==> src/rtl/cpu_pkg.sv <==
// Shared encodings and default widths for the unified-memory port arbiter.
// The arbiter and its latency counter both import this package.
package cpu_pkg;

    localparam int unsigned DEF_ADDR_W = 32;
    localparam int unsigned DEF_DATA_W = 32;
    localparam int unsigned CNT_W      = 4;

    typedef enum logic {
        IDLE = 1'b0,
        WAIT = 1'b1
    } arb_state_e;

    typedef enum logic {
        OWN_I = 1'b0,
        OWN_D = 1'b1
    } owner_e;

endpackage

==> src/rtl/mem_lat_counter.sv <==
// Fixed-latency down-counter: loads LAT on start, counts down to zero and holds.
// zero tells the arbiter the read data is on mem_rdata this cycle.
module mem_lat_counter
    import cpu_pkg::*;
#(
    parameter int unsigned LAT = 2
) (
    input  logic clk,
    input  logic rst,
    input  logic start,
    output logic zero
);

    localparam logic [CNT_W-1:0] LOAD_VAL = CNT_W'(LAT);
    localparam logic [CNT_W-1:0] ONE      = {{(CNT_W-1){1'b0}}, 1'b1};

    logic [CNT_W-1:0] cnt_q;
    logic [CNT_W-1:0] cnt_d;

    // Next count: reload on start, otherwise saturate at zero.
    always_comb begin
        cnt_d = cnt_q;
        if (start) begin
            cnt_d = LOAD_VAL;
        end else if (cnt_q != {CNT_W{1'b0}}) begin
            cnt_d = cnt_q - ONE;
        end else begin
            cnt_d = cnt_q;
        end
    end

    // Count register.
    always_ff @(posedge clk or negedge rst) begin
        if (!rst) begin
            cnt_q <= {CNT_W{1'b0}};
        end else begin
            cnt_q <= cnt_d;
        end
    end

    assign zero = (cnt_q == {CNT_W{1'b0}});

endmodule

==> src/rtl/mem_port_arbiter.sv <==
// Serializes fetch and MEM-stage accesses onto one fixed-latency memory port,
// holding each requester's result until the whole pipeline can advance.
module mem_port_arbiter
    import cpu_pkg::*;
#(
    parameter int unsigned ADDR_W  = DEF_ADDR_W,
    parameter int unsigned DATA_W  = DEF_DATA_W,
    parameter int unsigned MEM_LAT = 2
) (
    input  logic                  clk,
    input  logic                  rst,
    input  logic                  i_req,
    input  logic [ADDR_W-1:0]     i_addr,
    output logic [DATA_W-1:0]     i_rdata,
    input  logic                  d_req,
    input  logic                  d_we,
    input  logic [DATA_W/8-1:0]   d_be,
    input  logic [ADDR_W-1:0]     d_addr,
    input  logic [DATA_W-1:0]     d_wdata,
    output logic [DATA_W-1:0]     d_rdata,
    output logic                  mem_stall,
    output logic                  mem_en,
    output logic                  mem_we,
    output logic [DATA_W/8-1:0]   mem_be,
    output logic [ADDR_W-1:0]     mem_addr,
    output logic [DATA_W-1:0]     mem_wdata,
    input  logic [DATA_W-1:0]     mem_rdata
);

    localparam int unsigned BE_W = DATA_W / 8;

    arb_state_e          state_q, state_d;
    owner_e              owner_q, owner_d;
    logic                i_ok_q, i_ok_d;
    logic                d_ok_q, d_ok_d;
    logic                mem_en_q, mem_en_d;
    logic                mem_we_q, mem_we_d;
    logic [BE_W-1:0]     mem_be_q, mem_be_d;
    logic [ADDR_W-1:0]   mem_addr_q, mem_addr_d;
    logic [DATA_W-1:0]   mem_wdata_q, mem_wdata_d;
    logic [DATA_W-1:0]   i_rdata_q, i_rdata_d;
    logic [DATA_W-1:0]   d_rdata_q, d_rdata_d;
    logic                i_pend_s, d_pend_s, stall_s;
    logic                start_s, cnt_zero_s;

    mem_lat_counter #(
        .LAT (MEM_LAT)
    ) u_lat_cnt (
        .clk   (clk),
        .rst   (rst),
        .start (start_s),
        .zero  (cnt_zero_s)
    );

    // Arbitration, command latch and result capture.
    always_comb begin
        i_pend_s    = i_req & ~i_ok_q;
        d_pend_s    = d_req & ~d_ok_q;
        stall_s     = i_pend_s | d_pend_s;
        state_d     = state_q;
        owner_d     = owner_q;
        mem_en_d    = 1'b0;
        mem_we_d    = mem_we_q;
        mem_be_d    = mem_be_q;
        mem_addr_d  = mem_addr_q;
        mem_wdata_d = mem_wdata_q;
        i_rdata_d   = i_rdata_q;
        d_rdata_d   = d_rdata_q;
        start_s     = 1'b0;
        // The pipeline advances on a stall-free cycle; completion below wins.
        if (!stall_s) begin
            i_ok_d = 1'b0;
            d_ok_d = 1'b0;
        end else begin
            i_ok_d = i_ok_q;
            d_ok_d = d_ok_q;
        end
        case (state_q)
            IDLE: begin
                if (d_pend_s) begin
                    owner_d     = OWN_D;
                    mem_en_d    = 1'b1;
                    mem_we_d    = d_we;
                    mem_be_d    = d_be;
                    mem_addr_d  = d_addr;
                    mem_wdata_d = d_wdata;
                    start_s     = 1'b1;
                    state_d     = WAIT;
                end else if (i_pend_s) begin
                    owner_d     = OWN_I;
                    mem_en_d    = 1'b1;
                    mem_we_d    = 1'b0;
                    mem_be_d    = {BE_W{1'b1}};
                    mem_addr_d  = i_addr;
                    mem_wdata_d = {DATA_W{1'b0}};
                    start_s     = 1'b1;
                    state_d     = WAIT;
                end else begin
                    state_d = IDLE;
                end
            end
            WAIT: begin
                if (cnt_zero_s) begin
                    state_d = IDLE;
                    if (owner_q == OWN_I) begin
                        i_rdata_d = mem_rdata;
                        i_ok_d    = 1'b1;
                    end else begin
                        if (!mem_we_q) begin
                            d_rdata_d = mem_rdata;
                        end else begin
                            d_rdata_d = d_rdata_q;
                        end
                        d_ok_d = 1'b1;
                    end
                end else begin
                    state_d = WAIT;
                end
            end
            default: begin
                state_d = IDLE;
            end
        endcase
    end

    // State, command and hold registers.
    always_ff @(posedge clk or negedge rst) begin
        if (!rst) begin
            state_q     <= IDLE;
            owner_q     <= OWN_I;
            i_ok_q      <= 1'b0;
            d_ok_q      <= 1'b0;
            mem_en_q    <= 1'b0;
            mem_we_q    <= 1'b0;
            mem_be_q    <= {BE_W{1'b0}};
            mem_addr_q  <= {ADDR_W{1'b0}};
            mem_wdata_q <= {DATA_W{1'b0}};
            i_rdata_q   <= {DATA_W{1'b0}};
            d_rdata_q   <= {DATA_W{1'b0}};
        end else begin
            state_q     <= state_d;
            owner_q     <= owner_d;
            i_ok_q      <= i_ok_d;
            d_ok_q      <= d_ok_d;
            mem_en_q    <= mem_en_d;
            mem_we_q    <= mem_we_d;
            mem_be_q    <= mem_be_d;
            mem_addr_q  <= mem_addr_d;
            mem_wdata_q <= mem_wdata_d;
            i_rdata_q   <= i_rdata_d;
            d_rdata_q   <= d_rdata_d;
        end
    end

    assign mem_stall = stall_s;
    assign mem_en    = mem_en_q;
    assign mem_we    = mem_we_q;
    assign mem_be    = mem_be_q;
    assign mem_addr  = mem_addr_q;
    assign mem_wdata = mem_wdata_q;
    assign i_rdata   = i_rdata_q;
    assign d_rdata   = d_rdata_q;

endmodule

==> config.mk <==
export PLATFORM = sky130hd
export DESIGN_NAME = mem_port_arbiter
export DESIGN_NICKNAME = d
export VERILOG_FILES = /design/src/rtl/cpu_pkg.sv /design/src/rtl/mem_lat_counter.sv /design/src/rtl/mem_port_arbiter.sv
export SDC_FILE = /design/constraint.sdc
export NUM_CORES = 1
export LEC_CHECK = 0
export CAP_MARGIN = 20
export CORE_MARGIN = 5
export CORE_UTILIZATION = 37
export DETAILED_ROUTE_END_ITERATION = 8
export PLACE_DENSITY = 0.76
export SLEW_MARGIN = 25
export SYNTH_ARGS = -nofsm -noshare
export SYNTH_HDL_FRONTEND = slang
export SYNTH_SLANG_ARGS = --single-unit
==> constraint.sdc <==
create_clock -name clk -period 1.7 [get_ports clk]
set_input_delay 0.17 -clock clk [delete_from_list [all_inputs] [get_ports clk]]
set_output_delay 0.17 -clock clk [all_outputs]
set_load 0.05 [all_outputs]
==> results of run 1 <==
## Yosys cell counts
cell type	number	share of area [%]
ha_1	2	0.44
buf_6	3	0.60
clkbuf_1	5	0.33
nor2_1	1	0.066
a21oi_1	1	0.088
buf_2	14	1.2
a22o_1	33	5.1
a21o_1	1	0.13
or2_2	1	0.11
nand3b_2	1	0.20
nand2b_1	1	0.11
nor3_1	4	0.35
buf_4	1	0.13
mux2_1	2	0.40
inv_1	3	0.20
dfrtp_1	142	63
nor2b_1	3	0.33
a32o_1	1	0.18
mux2_2	127	25
nor3b_4	1	0.33
o21bai_2	1	0.20
xnor2_1	3	0.46
o22a_1	4	0.62
nand2_1	3	0.20
and4b_1	1	0.18
## routing by layer
layer | up-vias | share of wire [%] | track usage [%]
met3 | 33 | 6.6 | 5.25
met5 | - | 0 | 0
met1 | 2078 | 39 | 21.3
met2 | 161 | 51 | 30.0
li1 | 1892 | - | -
met4 | 0 | 2.6 | 7.14
## worst paths after layout
path,from,end,slack [ps],cells past startpoint
max,u_lat_cnt.cnt_q[1]$_DFFE_PN0P_,d_rdata[22]$_DFFE_PN0P_,-80,6
min,rst,i_rdata[20]$_DFFE_PN0P_,280,2
max reg2reg,u_lat_cnt.cnt_q[1]$_DFFE_PN0P_,d_rdata[22]$_DFFE_PN0P_,-80,6
min reg2reg,i_ok_q$_DFF_PN0_,i_ok_q$_DFF_PN0_,480,2
max in group asynchronous,rst,mem_wdata[31]$_DFFE_PN0P_,840,3
min in group clk,d_be[3],mem_be[3]$_DFFE_PN0P_,360,2
## per-stage QoR
step / setup slack [ps] / TNS, ps / hold WS [ps] / cell area, um2
finish: -82.6 / -2370 / 282 / 9420
global route: -141 / -6260 / 334 / 9420
CTS: -68.9 / -2070 / 285 / 9290
detailed placement: -156 / -5740 / 159 / 8780
global placement: -105 / -3670 / 152 / 8780
floorplan: -116 / -3480 / -126 / 5800
## sequential cells by signal, indices dropped and copies added, names as in the netlist
signal,count
mem_en,1
i_rdata,32
mem_addr,32
d_rdata,32
i_ok_q,1
mem_be,4
mem_wdata,32
u_lat_cnt.cnt_q,4
d_ok_q,1
mem_we,1
owner_q,1
state_q,1
## power groups by stage
| stage | logic, mW | registers [mW] | clock network [mW] |
|---|---|---|---|
| after global placement | 12.0 | 5.94 | 0 |
| final | 11.5 | 5.94 | 3.87 |
| after CTS | 11.4 | 5.95 | 3.96 |
| after global routing | 11.9 | 6.14 | 4.12 |
| after floorplan | 2.72 | 11.1 | 0 |
| after detailed placement | 12.1 | 6.00 | 0 |
## kinds of logic after synthesis
logic type / share of synthesized area [%]
buffers and inverters: 2.50
flip-flops: 62.7
multiplexers: 25.7
XOR/XNOR: 0.464
AO/OA/AOI/OAI: 6.32
adder cells (fa/ha/maj): 0.442
AND/OR/NAND/NOR: 1.88
## what timing repair did
action / in CTS / in global routing
pin swaps: 1 / 1
resized for setup: 94 / 4
endpoints found under the hold margin: 46 / 0
cloned: 0 / 3
setup endpoints to repair: 134 / 95
buffers inserted: 0 / 5
hold buffers: 1 / 0
## cell type report
class	instances	area, um2	area share [%]
Clock inverter	11	165	1.75
Inverter	3	11.3	0.120
Multi-Input combinational cell	191	2120	22.5
Clock buffer	20	457	4.85
Timing Repair Buffer	298	2880	30.5
Tap cell	188	235	2.50
Sequential cell	142	3550	37.7
==> flow_metrics.py, run 1 <==
metrics = {
    "yosys": {
        "syn_inst": 359,
        "synth_cell_type_count": 25,
        "syn_avg_cell_area_um2": 15.8,
        "synth_nets": 498,
        "yosysSeqAreaShare_pct": 62.7,
        "ys_warn_count": 0,
        "ys_ff_latch": 142,
        "syn_area_mm2": 0.00566,
    },
    "layout": {
        "stdcell_count": 853,
        "drive_gt1_share_pct": 35.6,
        "final_nets": 792,
        "final_util_pct": 62.4,
        "final_common_cell": "dfrtp_1",
        "syn_to_final_growth_pct": 66.4,
        "num_antenna_cells": 0,
        "most-common-layout-cells": "142 x dfrtp_1, 135 x clkdlybuf4s50_1, 97 x mux2_2",
        "fillers": 1181,
    },
    "floorplanning": {
        "fp.dieW_um": 134,
        "core-area_mm2": 0.0151,
        "die-area_mm2": 0.0179,
        "boundaryPins": 272,
        "fp.dieH_um": 134,
        "floorplan.initialDensity_pct": 37.5,
        "num_rows": 45,
    },
    "run_status": {
        "violations": "setup timing",
        "status": "finished with violations",
    },
    "routing": {
        "drtPass1Iterations": 4,
        "num_vias": 4164,
        "drc": 0,
        "ant_nets": 0,
        "avgRoutedWirePerCell_um": 19.2,
        "finalWirelength_mm": 16.4,
        "vias_per_cell": 4.88,
        "drt_iter0_markers": 108,
    },
    "placed_design": {
        "place.gp.congestion": 0.754,
        "dp.cells": 814,
        "dp_hpwl_mm": 11.8,
        "numPortBuffers": 271,
    },
    "critical_path": {
        "crit_family": "simple AND/OR/NAND/NOR gates",
        "critical_path.max_stage_delay_ps": 390,
        "critPathBufInv": 2,
        "criticalPathCategory": "flop to flop",
        "path_cells": "inv_2, ha_4, nor3b_4, and4b_4, clkbuf_16, mux2_4",
        "worstPathArrival_ps": 2070,
        "cp-end-kind": "flop",
        "cp_max_fo": 8,
        "cp.required_ps": 1990,
        "crit_path_start_kind": "flop",
        "cp_slowest_cell": "dfrtp_1",
    },
    "global_routing": {
        "grt_pass1_wl_mm": 25.0,
        "groute.usage.overall_pct": 17.8,
        "antenna_found_initial": 0,
        "grt_max_degree": 52,
        "globalRouteOverflowTotal": 0,
        "grt_pass1_vias": 4682,
    },
    "power_and_ir_drop": {
        "seq_power_share_pct": 27.9,
        "combPwrFrac_pct": 54.0,
        "clkPwrFrac_pct": 18.2,
        "power_density_mw_per_mm2": 2260,
        "power.total_mw": 21.3,
        "p_leak_nw": 4.32,
        "power.switching_mw": 9.70,
        "p_int_mw": 11.6,
        "swShare_pct": 45.6,
        "peakVddDrop_v": 0.00104,
    },
    "timing": {
        "fmax_ghz": 0.561,
        "worst_pin_slew_ps": 530,
        "fin_ws_ps": -82.6,
        "max-slew-margin-rel_pct": 64.8,
        "fin_crit_sh_pct": 105,
        "fin_skew_ps": 6.41,
        "finalHoldViolCount": 0,
        "setup_viol": 48,
        "min_period_ps": 1780,
        "rsz0062_at_grt": "yes",
        "finalMaxSlewViolations": 0,
    },
    "clock_network": {
        "clockBufferDepth": 2,
        "clk_latency_ps": 410,
        "cts_root_buf": "clkbuf_16",
        "cts_tree": "yes",
        "h-tree-depth": 4,
        "cts_made_buffers": 17,
        "cts_sinks": 142,
        "cts.clk_slew.worst_paths_ps": 60,
    },
    "worst_hold_path": {
        "min_path_type": "primary input to asynchronous set/reset pin",
    },
    "job": {
        "drv_cap": 0,
    },
}
No activity file was read; power rests on OpenSTA's default activity.
==> inputs of run 2 (changes only) <==
--- a/config.mk
+++ b/config.mk
@@ -7,9 +7,10 @@
 export LEC_CHECK = 0
 export CAP_MARGIN = 20
 export CORE_MARGIN = 5
-export CORE_UTILIZATION = 37
+export CORE_UTILIZATION = 41
 export DETAILED_ROUTE_END_ITERATION = 8
-export PLACE_DENSITY = 0.76
+export GPL_TIMING_DRIVEN = 1
+export PLACE_DENSITY = 0.8
 export SLEW_MARGIN = 25
 export SYNTH_ARGS = -nofsm -noshare
 export SYNTH_HDL_FRONTEND = slang
==> constraint.sdc (replaced) <==
create_clock -name clk -period 1.8 [get_ports clk]
set_input_delay 0.18 -clock clk [delete_from_list [all_inputs] [get_ports clk]]
set_output_delay 0.18 -clock clk [all_outputs]
set_load 0.05 [all_outputs]
==> run 2 against run 1 <==
  * Critical path type unchanged
  * Setup slack gained 95 ps
  * Critical path depth is the same
  * Combinational power is essentially flat
  * The flow now finishes without violations
  * Largest cell class unchanged
  * Sequential power shrank 6.2%
  * First-iteration DRC count grew 22%
==> flow_metrics.py, run 2 (synthesis results as in run 1) <==
metrics = {
    "timing": {
        "fin_crit_sh_pct": 99.3,
        "rsz0062_at_grt": "yes",
        "fin_skew_ps": 4.75,
        "setup_viol": 0,
        "finalMaxSlewViolations": 0,
        "min_period_ps": 1790,
        "worst_pin_slew_ps": 569,
        "finalHoldViolCount": 0,
        "fmax_ghz": 0.559,
        "max-slew-margin-rel_pct": 62.0,
    },
    "run_status": {
        "status": "complete, no violations",
    },
    "critical_path": {
        "rrSetupSlack_ps": 10,
        "worstPathArrival_ps": 2080,
        "worst_r2r_endpoint": "d_rdata[18]$_DFFE_PN0P_",
        "cp-end-kind": "flop",
        "cp_slowest_cell": "dfrtp_1",
        "path_cells": "inv_2, ha_4, nor3b_4, and4b_4, clkbuf_16, mux2_2",
        "critical_path.max_stage_delay_ps": 390,
        "worstRegToRegCells": 6,
        "cp.required_ps": 2090,
        "cp_max_fo": 8,
        "criticalPathCategory": "flop to flop",
        "r2r-start": "u_lat_cnt.cnt_q[0]$_DFFE_PN0P_",
        "crit_path_start_kind": "flop",
    },
    "global_routing": {
        "globalRouteOverflowTotal": 0,
        "grt_use_met2_pct": 33.3,
        "groute.usage.overall_pct": 19.2,
        "grt_pass1_wl_mm": 24.3,
        "grt_use_met1_pct": 21.8,
        "grt_pass1_vias": 4593,
        "grt_util_met3_pct": 6.48,
        "busiest_layer": "met2",
        "antenna_found_initial": 0,
        "grt_max_degree": 53,
    },
    "layout": {
        "design_area_mm2": 0.00955,
        "final_common_cell": "clkdlybuf4s50_1",
        "final_nets": 788,
        "drive_gt1_share_pct": 29.8,
        "most-common-layout-cells": "220 x clkdlybuf4s50_1, 142 x dfrtp_1, 110 x mux2_2",
        "num_antenna_cells": 0,
        "syn_to_final_growth_pct": 68.7,
    },
    "placed_design": {
        "dp_hpwl_mm": 11.7,
        "place_area_mm2": 0.00871,
        "numPortBuffers": 271,
        "place.gp.congestion": 0.857,
    },
    "clock_network": {
        "clockBufferDepth": 2,
        "cts.clk_slew.worst_paths_ps": 60,
        "cts_made_buffers": 17,
        "h-tree-depth": 4,
        "cts_root_buf": "clkbuf_16",
        "cts_sinks": 142,
        "cts_tree": "yes",
        "clk_latency_ps": 410,
    },
    "worst_hold_path": {
        "min_path_type": "primary input to asynchronous set/reset pin",
    },
    "routing": {
        "ant_nets": 0,
        "drtPass1Iterations": 4,
        "drc": 0,
        "vias_per_cell": 4.89,
        "drt_iter0_markers": 132,
        "finalWirelength_mm": 16.5,
        "num_vias": 4114,
        "avgRoutedWirePerCell_um": 19.6,
    },
    "floorplanning": {
        "boundaryPins": 272,
        "fp.dieH_um": 128,
        "floorplan.initialDensity_pct": 41.3,
        "die-area_mm2": 0.0163,
        "num_rows": 43,
        "fp.dieW_um": 128,
        "core-area_mm2": 0.0137,
    },
    "job": {
        "drv_cap": 0,
    },
    "power_and_ir_drop": {
        "peakVddDrop_v": 0.00125,
        "p_leak_nw": 4.50,
        "power_density_mw_per_mm2": 2140,
        "power.total_mw": 20.5,
    },
}
-- run 2: cell types whose count changed in the layout (fill, tap and decap cells not counted), moves of 2 or more --
cell / before / now
buf_12: 10 / 8
buf_4: 54 / 16
bufinv_16: 4 / 2
clkdlybuf4s50_1: 135 / 220
clkinv_2: 3 / 5
clkinv_4: 0 / 2
clkinvlp_4: 4 / 2
dlygate4sd2_1: 94 / 2
dlymetal6s2s_1: 0 / 43
mux2_2: 97 / 110
mux2_4: 32 / 19
-- run 2: area by class of cell --
cell class,instances,area [um2]
Clock inverter,11,118
Timing Repair Buffer,294,3120
Fill cell,944,4170
Clock buffer,20,457
Tap cell,180,225
Sequential cell,142,3550
Multi-Input combinational cell,191,2070
Inverter,3,11.3
-- run 2: worst max-delay path: cells and delay by family (launching register included) --
| family | cells | cell delay (ps) |
|---|---|---|
| adder cells (fa/ha/maj) | 1 | 120 |
| flip-flops | 1 | 390 |
| buffers and inverters | 2 | 290 |
| AND/OR/NAND/NOR | 2 | 540 |
| multiplexers | 1 | 340 |
-- run 2: report_power, final --
part | leakage [nW] | internal [mW] | switching, mW
Sequential | 1.72 | 4.72 | 0.854
Clock | 0.281 | 2.10 | 1.28
Combinational | 2.49 | 4.51 | 7.04
Total | 4.50 | 11.3 | 9.17
-- run 2: metal layers --
metal | part of all wire (%) | vias up
li1 | - | 1891
met1 | 38 | 2026
met2 | 52 | 172
met3 | 8.3 | 25
met4 | 2.0 | 0
met5 | 0 | -
-- run 2: how the worst max path moves through the flow --
stage / cells after the start / end / slack (ps) / start
finish: 6 / d_rdata[18]$_DFFE_PN0P_ / 10 / u_lat_cnt.cnt_q[0]$_DFFE_PN0P_
global route: 6 / d_rdata[18]$_DFFE_PN0P_ / -40 / u_lat_cnt.cnt_q[0]$_DFFE_PN0P_
CTS: 1 / d_rdata[2] / 0.9 / d_rdata[2]$_DFFE_PN0P_
detailed placement: 5 / mem_addr[15]$_DFFE_PN0P_ / -20 / d_req
global placement: 5 / mem_addr[27]$_DFFE_PN0P_ / 20 / d_req
floorplan: 7 / d_rdata[10]$_DFFE_PN0P_ / -20 / u_lat_cnt.cnt_q[0]$_DFFE_PN0P_
-- run 2: per-stage QoR --
stage | setup TNS [ps] | hold slack, ps | setup slack [ps] | instances | utilization (%)
floorplan | -492 | -116 | -18.2 | 359 | -
global placement | 0 | 100 | 20.3 | 802 | 63.5
detailed placement | -202 | 105 | -21.6 | 802 | 63.5
CTS | 0 | 237 | 0.885 | 834 | 67.7
global route | -438 | 264 | -41.9 | 841 | 69.6
finish | 0 | 238 | 12.5 | 841 | 69.6
-- run 2: what timing repair did --
item | 4_1_cts | 5_1_grt
pin swaps | 0 | 2
gates resized for setup | 2 | 62
hold buffers | 1 | 0
setup buffers | 0 | 4
gates cloned | 0 | 3
setup endpoints to repair | 2 | 74
hold endpoints to repair | 32 | 0
